`config.mk`:
```
export PLATFORM = sky130hd
export DESIGN_NAME = serial_sub8
export DESIGN_NICKNAME = d
export VERILOG_FILES = /design/src/rtl/serial_sub_pkg.sv /design/src/rtl/full_sub1.sv /design/src/rtl/serial_sub8.sv
export SDC_FILE = /design/constraint.sdc
export NUM_CORES = 1
export LEC_CHECK = 0
export CELL_PAD_IN_SITES_DETAIL_PLACEMENT = 1
export CELL_PAD_IN_SITES_GLOBAL_PLACEMENT = 1
export CORE_ASPECT_RATIO = 2
export CORE_MARGIN = 5
export CORE_UTILIZATION = 39
export CTS_BUF_LIST = sky130_fd_sc_hd__clkbuf_8
export DETAILED_ROUTE_END_ITERATION = 12
export PLACE_DENSITY = 0.83
export SLEW_MARGIN = 20
export SYNTH_ARGS = -nofsm -noshare
export SYNTH_HDL_FRONTEND = slang
export SYNTH_SLANG_ARGS = --single-unit
```
`constraint.sdc`:
```
create_clock -name clk -period 1.4 [get_ports clk]
set_input_delay 0.14 -clock clk [delete_from_list [all_inputs] [get_ports clk]]
set_output_delay 0.14 -clock clk [all_outputs]
set_load 0.05 [all_outputs]
```
`src/rtl/serial_sub_pkg.sv`:
```
// serial_sub_pkg: shared FSM state type and default operand width for the bit-serial subtractor.
package serial_sub_pkg;

    localparam int SUB_WIDTH = 8;

    typedef enum logic [1:0] {
        IDLE = 2'd0,
        RUN  = 2'd1,
        DONE = 2'd2
    } state_t;

endpackage

```
`src/rtl/full_sub1.sv`:
```
// full_sub1: combinational 1-bit full subtractor.
//   x, y, bi : minuend bit, subtrahend bit, borrow in
//   d, bo    : difference bit, borrow out
module full_sub1 (
    input  logic x,
    input  logic y,
    input  logic bi,
    output logic d,
    output logic bo
);

    assign d  = x ^ y ^ bi;
    assign bo = (~x & y) | (~(x ^ y) & bi);

endmodule

```
`src/rtl/serial_sub8.sv`:
```
// serial_sub8: bit-serial a - b - bin, LSB first, one bit per clock, start/busy/done framed.
//   clk, rst          : clock, asynchronous active-high reset
//   start, a, b, bin  : request and operands, sampled only on the accepting edge in IDLE
//   busy, done        : high in RUN/DONE; one-cycle pulse when results become valid
//   diff, bout, ovf, zero : registered results, held until the next operation completes
module serial_sub8
    import serial_sub_pkg::*;
#(
    parameter int WIDTH = SUB_WIDTH
) (
    input  logic             clk,
    input  logic             rst,
    input  logic             start,
    input  logic [WIDTH-1:0] a,
    input  logic [WIDTH-1:0] b,
    input  logic             bin,
    output logic             busy,
    output logic             done,
    output logic [WIDTH-1:0] diff,
    output logic             bout,
    output logic             ovf,
    output logic             zero
);

    localparam int CW = $clog2(WIDTH);
    localparam logic [CW-1:0] LAST = CW'(WIDTH - 1);

    state_t state, state_next;
    logic [WIDTH-1:0] sa, sb, r, r_next;
    logic [CW-1:0] cnt;
    logic br, a_msb, b_msb, d, bo, last;

    full_sub1 u_cell (
        .x (sa[0]),
        .y (sb[0]),
        .bi(br),
        .d (d),
        .bo(bo)
    );

    assign last   = (cnt == LAST);
    assign r_next = {d, r[WIDTH-1:1]};

    always_ff @(posedge clk or posedge rst) begin
        if (rst) state <= IDLE;
        else     state <= state_next;
    end

    always_comb begin
        state_next = state;
        busy       = 1'b0;
        done       = 1'b0;
        unique case (state)
            IDLE: state_next = start ? RUN : IDLE;
            RUN: begin
                busy       = 1'b1;
                state_next = last ? DONE : RUN;
            end
            DONE: begin
                busy       = 1'b1;
                done       = 1'b1;
                state_next = IDLE;
            end
            default: state_next = IDLE;
        endcase
    end

    always_ff @(posedge clk or posedge rst) begin
        if (rst) begin
            sa    <= '0;
            sb    <= '0;
            r     <= '0;
            cnt   <= '0;
            br    <= 1'b0;
            a_msb <= 1'b0;
            b_msb <= 1'b0;
            diff  <= '0;
            bout  <= 1'b0;
            ovf   <= 1'b0;
            zero  <= 1'b0;
        end else if (state == IDLE && start) begin
            sa    <= a;
            sb    <= b;
            br    <= bin;
            cnt   <= '0;
            a_msb <= a[WIDTH-1];
            b_msb <= b[WIDTH-1];
        end else if (state == RUN) begin
            sa  <= sa >> 1;
            sb  <= sb >> 1;
            br  <= bo;
            r   <= r_next;
            cnt <= cnt + 1'b1;
            // Final step: d is the result MSB, bo the borrow out of the whole word.
            if (last) begin
                diff <= r_next;
                bout <= bo;
                ovf  <= (a_msb ^ b_msb) & (d ^ a_msb);
                zero <= ~|r_next;
            end
        end
    end

endmodule

```
# Word level (Yosys, flattened, before mapping)
# Cells that the tools add are included.
[classes]
add_sub_neg = 1
eq_ne = 3
muxes = 13
bitwise = 11
n_reduce_logical = 8
[ops]
columns = ["op", "n"]
rows = [
  ["2-to-1 mux 8 bit", 4],
  ["OR reduction 8 bit", 1],
  ["2-to-1 mux 3 bit", 2],
  ["2-to-1 mux 1 bit", 5],
  ["one-hot mux 2 bit (2 select lines)", 1],
  ["XOR 1 bit", 4],
  ["adder 3 x 1 -> 3 bit, second input constant", 1],
  ["bitwise AND 1 bit", 3],
  ["== test 3 bit, second input constant", 1],
  ["NOT 1 bit", 3],
  ["AND reduction 3 bit", 1],
  ["== test 2 x 1 -> 1 bit, second input constant", 1],
  ["== test 2 bit, second input constant", 1],
  ["logical NOT 2 bit", 1],
  ["2-to-1 mux 2 bit", 1],
  ["AND reduction 2 bit", 1],
  ["nonzero test 2 bit", 1],
  ["OR reduction 2 bit", 1],
  ["logical AND 1 bit", 1],
  ["logical NOT 1 bit", 1],
  ["OR 1 bit", 1],
]
[word_totals]
register_bits = 43
in_bits = 20
output_inout_bits = 13
word_cells = 48

# Depth between registers and ports, before layout
[depth]
ltp_word = 6
mapped_depth = 7
ltp_nobuf = 5

# By module
# A second synthesis with hierarchy kept.
[hier_totals]
cells_unflattened = 150
hier_area_um2 = 1873.0
[by_module_without_submodules]
columns = ["mod", "instances", "cells_each", "area_each_um2", "seq_area_each_um2"]
rows = [
  ["serial_sub8", 1, 146, 1841.8, 1051.0],
  ["full_sub1", 1, 4, 31.3, 0.0],
]

# Worst setup path before layout
# Ideal clock, no wire load.
[synth_timing]
path_kind = "register to register"
from = "register sb[0]"
to = "register zero"
setup_time_ps = 83
arrival_ps = 1352
t_required_ps = 1317
slack_ps = -35
stages_incl_launch_ff = 6
n_path_buf = 0
period_less_slack_ps = 1435
cell_sequence = "dfrtp_1 -> inv_1 -> fa_1 -> nor4_1 -> nand2_1 -> o21ai_0"
[synth_via]
elab_chain_len = 4
[synth_rtl]
columns = ["element", "line", "rtl"]
rows = [
  ["start, declared", "serial_sub8.sv:29", "logic [WIDTH-1:0] sa, sb, r, r_next;"],
  ["start signal, assigned", "serial_sub8.sv:90", "sb <= sb >> 1;"],
  ["XOR 1 bit (2 in a row)", "full_sub1.sv:12", "assign d = x ^ y ^ bi;"],
  ["named net d", "serial_sub8.sv:31", "logic br, a_msb, b_msb, d, bo, last;"],
  ["OR reduction 8 bit", "serial_sub8.sv:99", "zero <= ~|r_next;"],
  ["logical NOT 1 bit", "serial_sub8.sv:99", ""],
  ["end signal, assigned", "serial_sub8.sv:99", ""],
  ["end, declared", "serial_sub8.sv:22", "output logic zero"],
]
# The timed path passes the listed nets, and every way through them passes these cells.
# A chain may end at the register's enable or synchronous reset.

# Final worst setup path
[layout_timing]
from = "register br"
to = "register ovf"
[layout_via]
elab_chain_len = 3
[layout_rtl]
columns = ["element", "line", "rtl"]
rows = [
  ["start, declared", "serial_sub8.sv:31", ""],
  ["start signal, assigned", "serial_sub8.sv:84", "br <= bin;"],
  ["start signal, assigned", "serial_sub8.sv:91", "br <= bo;"],
  ["XOR 1 bit", "full_sub1.sv:12", ""],
  ["named net d", "serial_sub8.sv:31", ""],
  ["XOR 1 bit", "serial_sub8.sv:98", "ovf <= (a_msb ^ b_msb) & (d ^ a_msb);"],
  ["bitwise AND 1 bit", "serial_sub8.sv:98", ""],
  ["end signal, assigned", "serial_sub8.sv:98", ""],
  ["end, declared", "serial_sub8.sv:21", "output logic ovf,"],
]
# The timed path passes the listed nets, and every way through them passes these cells.

==> flow_metrics.tcl <==
set metrics [dict create \
    fp_rows 36 \
    crit_path_max_fanout 5 \
    timing.setup.critical_path_class "flip-flop to flip-flop" \
    number_of_antenna_diodes 0 \
    port_buffers 32 \
    nets 225 \
    drive_above_1_share_pct 30.5 \
    dp_cells 245 \
    clock_tree.root_cell "sky130_fd_sc_hd__clkbuf_8" \
    count_of_flip_flops_with_a_built_in_enable_after_synthesis 0 \
    grt_start_max_net_pins 43 \
    clock_tree_from_tritoncts "done" \
    yosys-top-cells-area "sky130_fd_sc_hd__dfrtp_1, sky130_fd_sc_hd__mux2i_1, sky130_fd_sc_hd__o21ai_0" \
    critPathLaunch "br" \
    wl_per_cell_um 16.4 \
    synth.cells.most_frequent "sky130_fd_sc_hd__dfrtp_1, sky130_fd_sc_hd__nand2_1, sky130_fd_sc_hd__o21ai_0, sky130_fd_sc_hd__mux2i_1, sky130_fd_sc_hd__mux2_2" \
    clock_skew_ns 0.00250 \
    f_max_mhz 698 \
    unrepaired_setup_endpoints_after_global_routing "yes" \
    finalCritPeriodShare_pct 102 \
    post_synth_inst_count 159 \
    hold_class "input pin to asynchronous set/reset pin" \
    hpwl_mm 2.86 \
    area_growth_synth_to_finish_pct 35.9 \
    vias_per_cell 5.10 \
    setup-violations-final 2 \
    reg2reg_depth 5 \
    synth_cell_type_count 24 \
    vdd_drop_max_uv 1330 \
    drc_errors 0 \
    drt.antenna.violating_nets 0 \
    cts_max_path_buffers 2 \
    cellPowerDensity_mw_per_mm2 2400 \
    clock_sink_count 42 \
    top_signal_layer_used "met4" \
    worstSkewPairLatency_ns 0.28 \
    number_of_antenna_violations_at_the_first_check_in_global_routing 0 \
    fillerInstances 471 \
    wl_mm 4.17 \
    grt_remaining_overflow 0 \
    wl_met2_mm 2.44 \
    seq_total_area_yosys_pct 54.9 \
    synth.cell_area_mm2 0.00192 \
    ff_latch_count_synth 42 \
    numCtsBuffers 5 \
    initial_util_pct 39.7 \
    met3_wirelength_um 139 \
    endpoint_kind "flip-flop" \
    most_frequently_used_flop_master_after_synthesis "sky130_fd_sc_hd__dfrtp_1" \
    cp_data_required_time_ns 1.61 \
    timing.final.ws_setup_ns -0.0331 \
    asyncSetResetFlopFracSynth_pct 100 \
    cts.reportedPaths.clkPinSlew_ns 0.07 \
    firstDrtPassIters 4 \
    cap_violations 0 \
    grt_pass1_vias 1377 \
    worst_flop_to_flop_path_endpoint "ovf" \
    dieArea_mm2 0.00650 \
    leakage_uw 0.00122 \
    detailroute.via_count 1295 \
    wire_length_of_the_first_global_routing_pass_mm 6.83 \
    place.gp.congestion 0.728 \
    core_area_mm2 0.00482 \
    worstReg2RegStart "br" \
    yosysTopAreaCell "sky130_fd_sc_hd__dfrtp_1" \
    violations_in_the_final_reports "negative setup slack" \
    fp.dieH_um 109 \
    regToRegSetupSlack_ns -0.03 \
    timing_worst_slew_pin_value_ns 0.239 \
    relSlewSlack_pct 83.9 \
    post-route-util_pct 54.0 \
    drt-met1-wl_mm 1.52 \
    top_level_ports 33 \
    groute.usage.overall_pct 14.2 \
    synth_largest_type_area_fraction_pct 54.9 \
    worst-endpoint-arrival_ns 1.64 \
    synth.most_common_cell "sky130_fd_sc_hd__dfrtp_1" \
    synth.yosys.warnings 0 \
    initialDrtViolationCount 25 \
    critical_path.startpoint_type "flip-flop" \
    ctsHoldBuffers 0 \
    avgSynthCellArea_um2 12.0 \
    syn-num-nets 186 \
    die_width_um 59.6 \
    post_layout_nonfiller_instances 254 \
    maxSlewViolCount 0 \
    timing.final.crit_period_ns 1.43 \
    cts-htree-levels 2 \
    status "complete, but fails checks" \
    dp_worst_setup_slack_ns -0.0843 \
    hold_viol 0 \
]
## worst max-delay path by stage
stage / endpoint / slack (ns)
after floorplan: diff[0] / 0.02
after global placement: diff[2] / -0.04
after detailed placement: ovf / -0.08
after CTS: ovf / -0.06
after global routing: ovf / -0.1
final: ovf / -0.03
## flip-flops by register name (all words and copies together), names as in the netlist
signal,cells
diff,8
sa,8
sb,8
r,7
cnt,3
state,2
a_msb,1
b_msb,1
bout,1
br,1
ovf,1
zero,1
## report_power, final
part / leakage, uW / internal (uW) / switching [uW]
Clock: 0.0000431 / 380 / 358
Sequential: 0.000521 / 1760 / 457
Combinational: 0.000654 / 1710 / 1590
## cell usage in the layout (no fill, tap or decap), drive strengths merged, types with 2 or more instances in the layout
cell type,Yosys,layout
dfrtp,42,42
nand2,25,25
o21ai,23,23
buf,9,21
clkdlybuf4s50,0,19
mux2i,16,16
mux2,15,15
inv,7,7
clkbuf,1,6
ha,6,6
nor2,4,4
a22o,2,2
nand3,1,2
nor4,2,2
## metal layers
layer | global-route usage, % | vias to the layer above
met5 | 0 | -
met4 | 4.75 | 0
met3 | 2.49 | 5
met2 | 27.0 | 28
met1 | 15.1 | 649
li1 | - | 613
## cells by family after synthesis
group / share of synthesized area (%)
simple gates: 8.43
mux: 18.5
buf+inv: 5.55
fa+ha+maj: 4.96
flops: 54.9
xor+xnor: 0.457
compound gates: 7.18
## metrics by stage
stage	TNS (ns)	instance area [um^2]	hold slack [ns]	power [uW]
2_1_floorplan	0	1920	0.245	4120
3_5_place_dp	-1.08	2400	0.480	5240
6_report	-0.0369	2600	0.216	6260
5_1_grt	-0.967	2600	0.233	6670
4_1_cts	-0.0946	2580	0.224	6280
3_3_place_gp	-0.270	2400	0.476	5100
## layout make-up
class | count | area (um^2) | area share (%)
repair buffers | 41 | 531 | 20.4
clock buffers | 6 | 82.6 | 3.17
inverters | 7 | 26.3 | 1.01
multi-input cells | 101 | 842 | 32.3
flip-flops and latches | 42 | 1050 | 40.4
well taps | 57 | 71.3 | 2.74
## critical path: stages (launching register included)
cell and delay (ns):
sky130_fd_sc_hd__dfrtp_1 0.37, sky130_fd_sc_hd__inv_2 0.05, sky130_fd_sc_hd__fa_2 0.62, sky130_fd_sc_hd__nor2b_4 0.16, sky130_fd_sc_hd__a21oi_2 0.06, sky130_fd_sc_hd__o21ai_2 0.11
## what timing repair did
action,4_1_cts,5_1_grt
pin swaps,6,1
endpoints found under the setup margin,28,27
setup buffers,1,0
gates resized for setup,14,7
gates cloned,2,0
(Power assumes the default switching activity.)
==> variant 1: new RTL, same flow settings <==
Change the package constant `SUB_WIDTH` from 8 to 4.
--- a/src/rtl/serial_sub_pkg.sv
+++ b/src/rtl/serial_sub_pkg.sv
@@ -3,3 +3,3 @@
 
-    localparam int SUB_WIDTH = 8;
+    localparam int SUB_WIDTH = 4;
 
Interface: changed (resized a, b and diff); port bits go from 33 to 21. The function was not compared with the original's and may differ.
==> variant 1 against the original RTL <==
The run still ends with setup timing left. Area after synthesis is 38% lower. Routed wire length decreased by 44%. Maximum frequency down 4.1%. Total power shrank 35%. Final area down 37%. Critical path depth decreased by 1. Setup slack worse by 61 ps. Sequential cell count is 17 lower.
==> variant 1: results (changes against the original RTL) <==
Run status
  – Outcome: finished, violations left (unchanged)
  – Violated checks: setup timing (unchanged)

Setup path
  – Reg-to-Reg Start: sb[0]$_DFFE_PP0P_ (was br$_DFFE_PP0P_)
  – R2R depth: 4 (was 5)

Timing
  – Setup Viol. Count Final: 2 (unchanged)
  – Hold Slack: 229 ps (was 216 ps)
  – Post-route worst setup slack: -94.5 ps (was -33.1 ps)
  – Final Skew: 1.72 ps (was 2.49 ps)

Placement
  – GPL Wtd Cong: 0.720 (was 0.728)
  – Detail Placement HPWL: 1850 µm (was 2860 µm)
  – Pre-CTS setup slack: -146 ps (was -84.3 ps)
  – Placed inst area: 1510 µm² (was 2400 µm²)
  – PortBufs: 20 (was 32)

Synth
  – XOR/XNOR Fraction of Synth Area: 0.00735 (was 0.00457)
  – Synth cell count leaders: dfrtp_1 (25), nand2_1 (9), o21ai_0 (9), mux2i_1 (7) (was dfrtp_1 (42), nand2_1 (24), o21ai_0 (22), mux2i_1 (16), mux2_2 (8))
  – Post-Synthesis Net Count: 113 (was 186)
  – Yosys cell types: 25 (was 24)
  – Synth Area per Inst: 12.6 µm² (was 12.0 µm²)
  – Multiplexer share of the synthesized area: 0.182 (was 0.185)

GRT
  – Vias in the first global route: 963 (was 1,377)
  – First-pass GRT wire length: 4130 µm (was 6830 µm)
  – Largest net degree at the start of global routing: 26 (was 43)

Final layout
  – Largest regs: diff: 4 flops, sa: 4 flops, sb: 4 flops (was diff: 8 flops, sa: 8 flops, sb: 8 flops)
  – Reg area: 626 µm² (was 1050 µm²)

Power
  – Worst vdd ir: 0.000916 V (was 0.00133 V)
[variant 1: changes by cell type after synthesis, sizes merged, moves of 4 or more]
cell / change
buf: -4
dfrtp: -17
mux2: -4
mux2i: -9
nand2: -15
o21ai: -14
[variant 1: worst max-delay path by stage]
stage,to,slack (ps),cells past startpoint
after CTS,ovf$_DFFE_PP0P_,-80,4
after detailed placement,zero$_DFFE_PP0P_,-150,4
final,ovf$_DFFE_PP0P_,-90,4
after floorplan,ovf$_DFFE_PP0P_,-3,4
after global routing,ovf$_DFFE_PP0P_,-160,5
after global placement,ovf$_DFFE_PP0P_,-60,4
[variant 1: what timing repair did]
item	in CTS	in global routing
setup buffers	1	1
pin swaps	2	2
hold buffers	0	0
setup endpoints to repair	10	9
gates cloned	0	0
gates resized for setup	8	4
endpoints found under the hold margin	0	0
[variant 1: kinds of logic (layout without fill, tap and decap cells)]
logic type,count (synthesis),in the layout
compound gates,16,16
xor+xnor,1,1
fa+ha+maj,6,6
buf+inv,11,39
flops,25,25
mux,18,18
simple gates,18,18
[variant 1: routing by layer]
layer,GRT usage,up-vias,share of wire
met5,0,-,0
met4,0.0588,0,0.0098
met1,0.114,408,0.34
met3,0.0221,2,0.032
li1,-,376,-
met2,0.243,10,0.61
[variant 1: power breakdown]
group | switching, mW | leakage [nW] | total [mW] | internal, mW
clock | 0.215 | 0.0255 | 0.413 | 0.198
sequential | 0.296 | 0.311 | 1.35 | 1.06
combinational | 1.11 | 0.414 | 2.32 | 1.21
total | 1.63 | 0.750 | 4.09 | 2.46
[variant 1: final cells by class]
cell class,count,area share
sequential,25,0.383
multi-input combinational,59,0.343
timing repair buffer,29,0.209
clock buffer,3,0.0253
tap,30,0.0230
inverter,6,0.0138
clock inverter,1,0.00307
==> variant 2: new RTL, same flow settings <==
Made on the original files. Re-encode `state_t` (3 states) as one-hot, 3 bits wide.
--- a/src/rtl/serial_sub_pkg.sv
+++ b/src/rtl/serial_sub_pkg.sv
@@ -5,6 +5,6 @@
 
-    typedef enum logic [1:0] {
-        IDLE = 2'd0,
-        RUN  = 2'd1,
-        DONE = 2'd2
+    typedef enum logic [2:0] {
+        IDLE = 3'b001,
+        RUN  = 3'b010,
+        DONE = 3'b100
     } state_t;
Behaviour: same outputs for any inputs over 10 cycles, from zero or initial values and one cycle with rst high; not proved beyond that.
==> variant 2 against the original RTL <==
Routed wire length grew 52%. Largest power group unchanged. Setup slack got worse by 240 ps. Area after synthesis shrank 4.8%. Clock skew increased by 3.7 ps. Final area rose by 15%. Total power fell by 10%. Sequential cell count increased by 1. The flow still finishes with violations (setup timing). Maximum frequency fell by 14%. Clock power is 40% higher. Final cell count grew 6.3%.
==> variant 2: results (changes against the original RTL) <==
Final layout
  – Reg area: 1080 µm² (was 1050 µm²)
  – Layout cell share with drive strength beyond 1: 0.479 (was 0.305)
  – Invs w/o clock: 4 (was 7)
  – Non-Clock Buffer Area Fraction: 0.279 (was 0.204)
  – Clock network area share: 0.0393 (was 0.0317)
  – Final #Nets: 237 (was 225)
  – Area of the multi-input gates: 875 µm² (was 842 µm²)
  – Fillcell total: 433 (was 471)

Timing
  – Setup Viol. Count Final: 45 (was 2)
  – Final TNS setup: -7180 ps (was -36.9 ps)
  – Hold Slack: 225 ps (was 216 ps)
  – Slew @ Worst Pin: 321 ps (was 239 ps)
  – Final Skew: 6.17 ps (was 2.49 ps)
  – Post-route worst setup slack: -270 ps (was -33.1 ps)

Setup path
  – Critical path's top delay family: flip-flops (was adder cells)
  – WP data arrival: 1530 ps (was 1640 ps)
  – Critical path launch point: state[0]$_DFF_PP1_ (was br$_DFFE_PP0P_)
  – Crit path largest cell delay: 570 ps (was 620 ps)
  – Reg-to-Reg Start: state[0]$_DFF_PP1_ (was br$_DFFE_PP0P_)
  – Worst setup endpoint: busy (was ovf$_DFFE_PP0P_)
  – R2R depth: 4 (was 5)
  – Reg2reg end: b_msb$_DFFE_PP0P_ (was ovf$_DFFE_PP0P_)

Placement
  – Placed inst area: 2410 µm² (was 2400 µm²)
  – Detail Placement HPWL: 3250 µm (was 2860 µm)

Power
  – Clock group: 1.03 mW (was 0.738 mW)
  – Worst vdd ir: 0.00115 V (was 0.00133 V)
  – Flop+latch power: 2.02 mW (was 2.22 mW)
  – Int Power: 3.66 mW (was 3.85 mW)
  – Leakage: 1.48 nW (was 1.22 nW)

Synth
  – Top-area cell type share of the netlist area: 0.576 (was 0.549)
  – Sequential share of the synthesized area: 0.591 (was 0.549)
  – Synth cell count leaders: dfrtp_1 (42), nand2_1 (25), a22o_1 (17), a21o_1 (13), mux2_1 (10) (was dfrtp_1 (42), nand2_1 (24), o21ai_0 (22), mux2i_1 (16), mux2_2 (8))
  – Yosys cell types: 28 (was 24)

Clock tree
  – Post-CTS setup buffers: 15 (was 1)
  – CTS resizes: 46 (was 14)
  – Worst-Skew Late Latency: 310 ps (was 280 ps)
  – Clock Sinks: 43 (was 42)
  – H-Tree Depth: 2 (unchanged)

GRT
  – Vias in the first global route: 1,779 (was 1,377)
  – Met3 Resource Use GR: 0.0518 (was 0.0249)
  – First-pass GRT wire length: 9840 µm (was 6830 µm)
  – Largest net degree at the start of global routing: 44 (was 43)
  – Gr usage total: 0.224 (was 0.142)
  – GR Util met1: 0.208 (was 0.151)

Floorplanning
  – Die Wd: 58.4 µm (was 59.6 µm)

Routing
  – DRT iter0 DRCs: 33 (was 25)
  – Met2 wire len: 3800 µm (was 2440 µm)
  – M1 wire length: 2010 µm (was 1520 µm)
  – Vias: 1,489 (was 1,295)
  – DRT Wirelength: 6320 µm (was 4170 µm)
  – Metal3 WL: 232 µm (was 139 µm)

Run status
  – Outcome: finished, violations left (unchanged)
  – Violated checks: setup timing (unchanged)

Hold path
  – HP Class: in -> async (unchanged)
==> variant 2: cell types whose count changed after synthesis, moves of 3 or more <==
| cell | change |
|---|---|
| a21o_1 | +13 |
| a22o_1 | +15 |
| ha_1 | -4 |
| inv_1 | -3 |
| mux2_1 | +10 |
| mux2_2 | -7 |
| mux2_4 | -7 |
| mux2i_1 | -16 |
| nor2_1 | -3 |
| o21ai_0 | -22 |
==> variant 2: metrics by stage <==
step,instances,total power [mW],util,setup WS (ps)
6_report,270,5.63,0.650,-270
5_1_grt,270,5.90,0.650,-314
4_1_cts,267,5.36,0.636,-223
3_5_place_dp,238,3.65,0.525,-151
3_3_place_gp,238,3.48,0.525,-117
2_1_floorplan,145,3.01,-,-84.3
==> variant 2: logic make-up after synthesis <==
group | Yosys count | synth area share
flops | 43 | 0.591
simple gates | 38 | 0.110
compound gates | 37 | 0.161
buf+inv | 13 | 0.0459
mux | 11 | 0.0679
fa+ha+maj | 3 | 0.0247
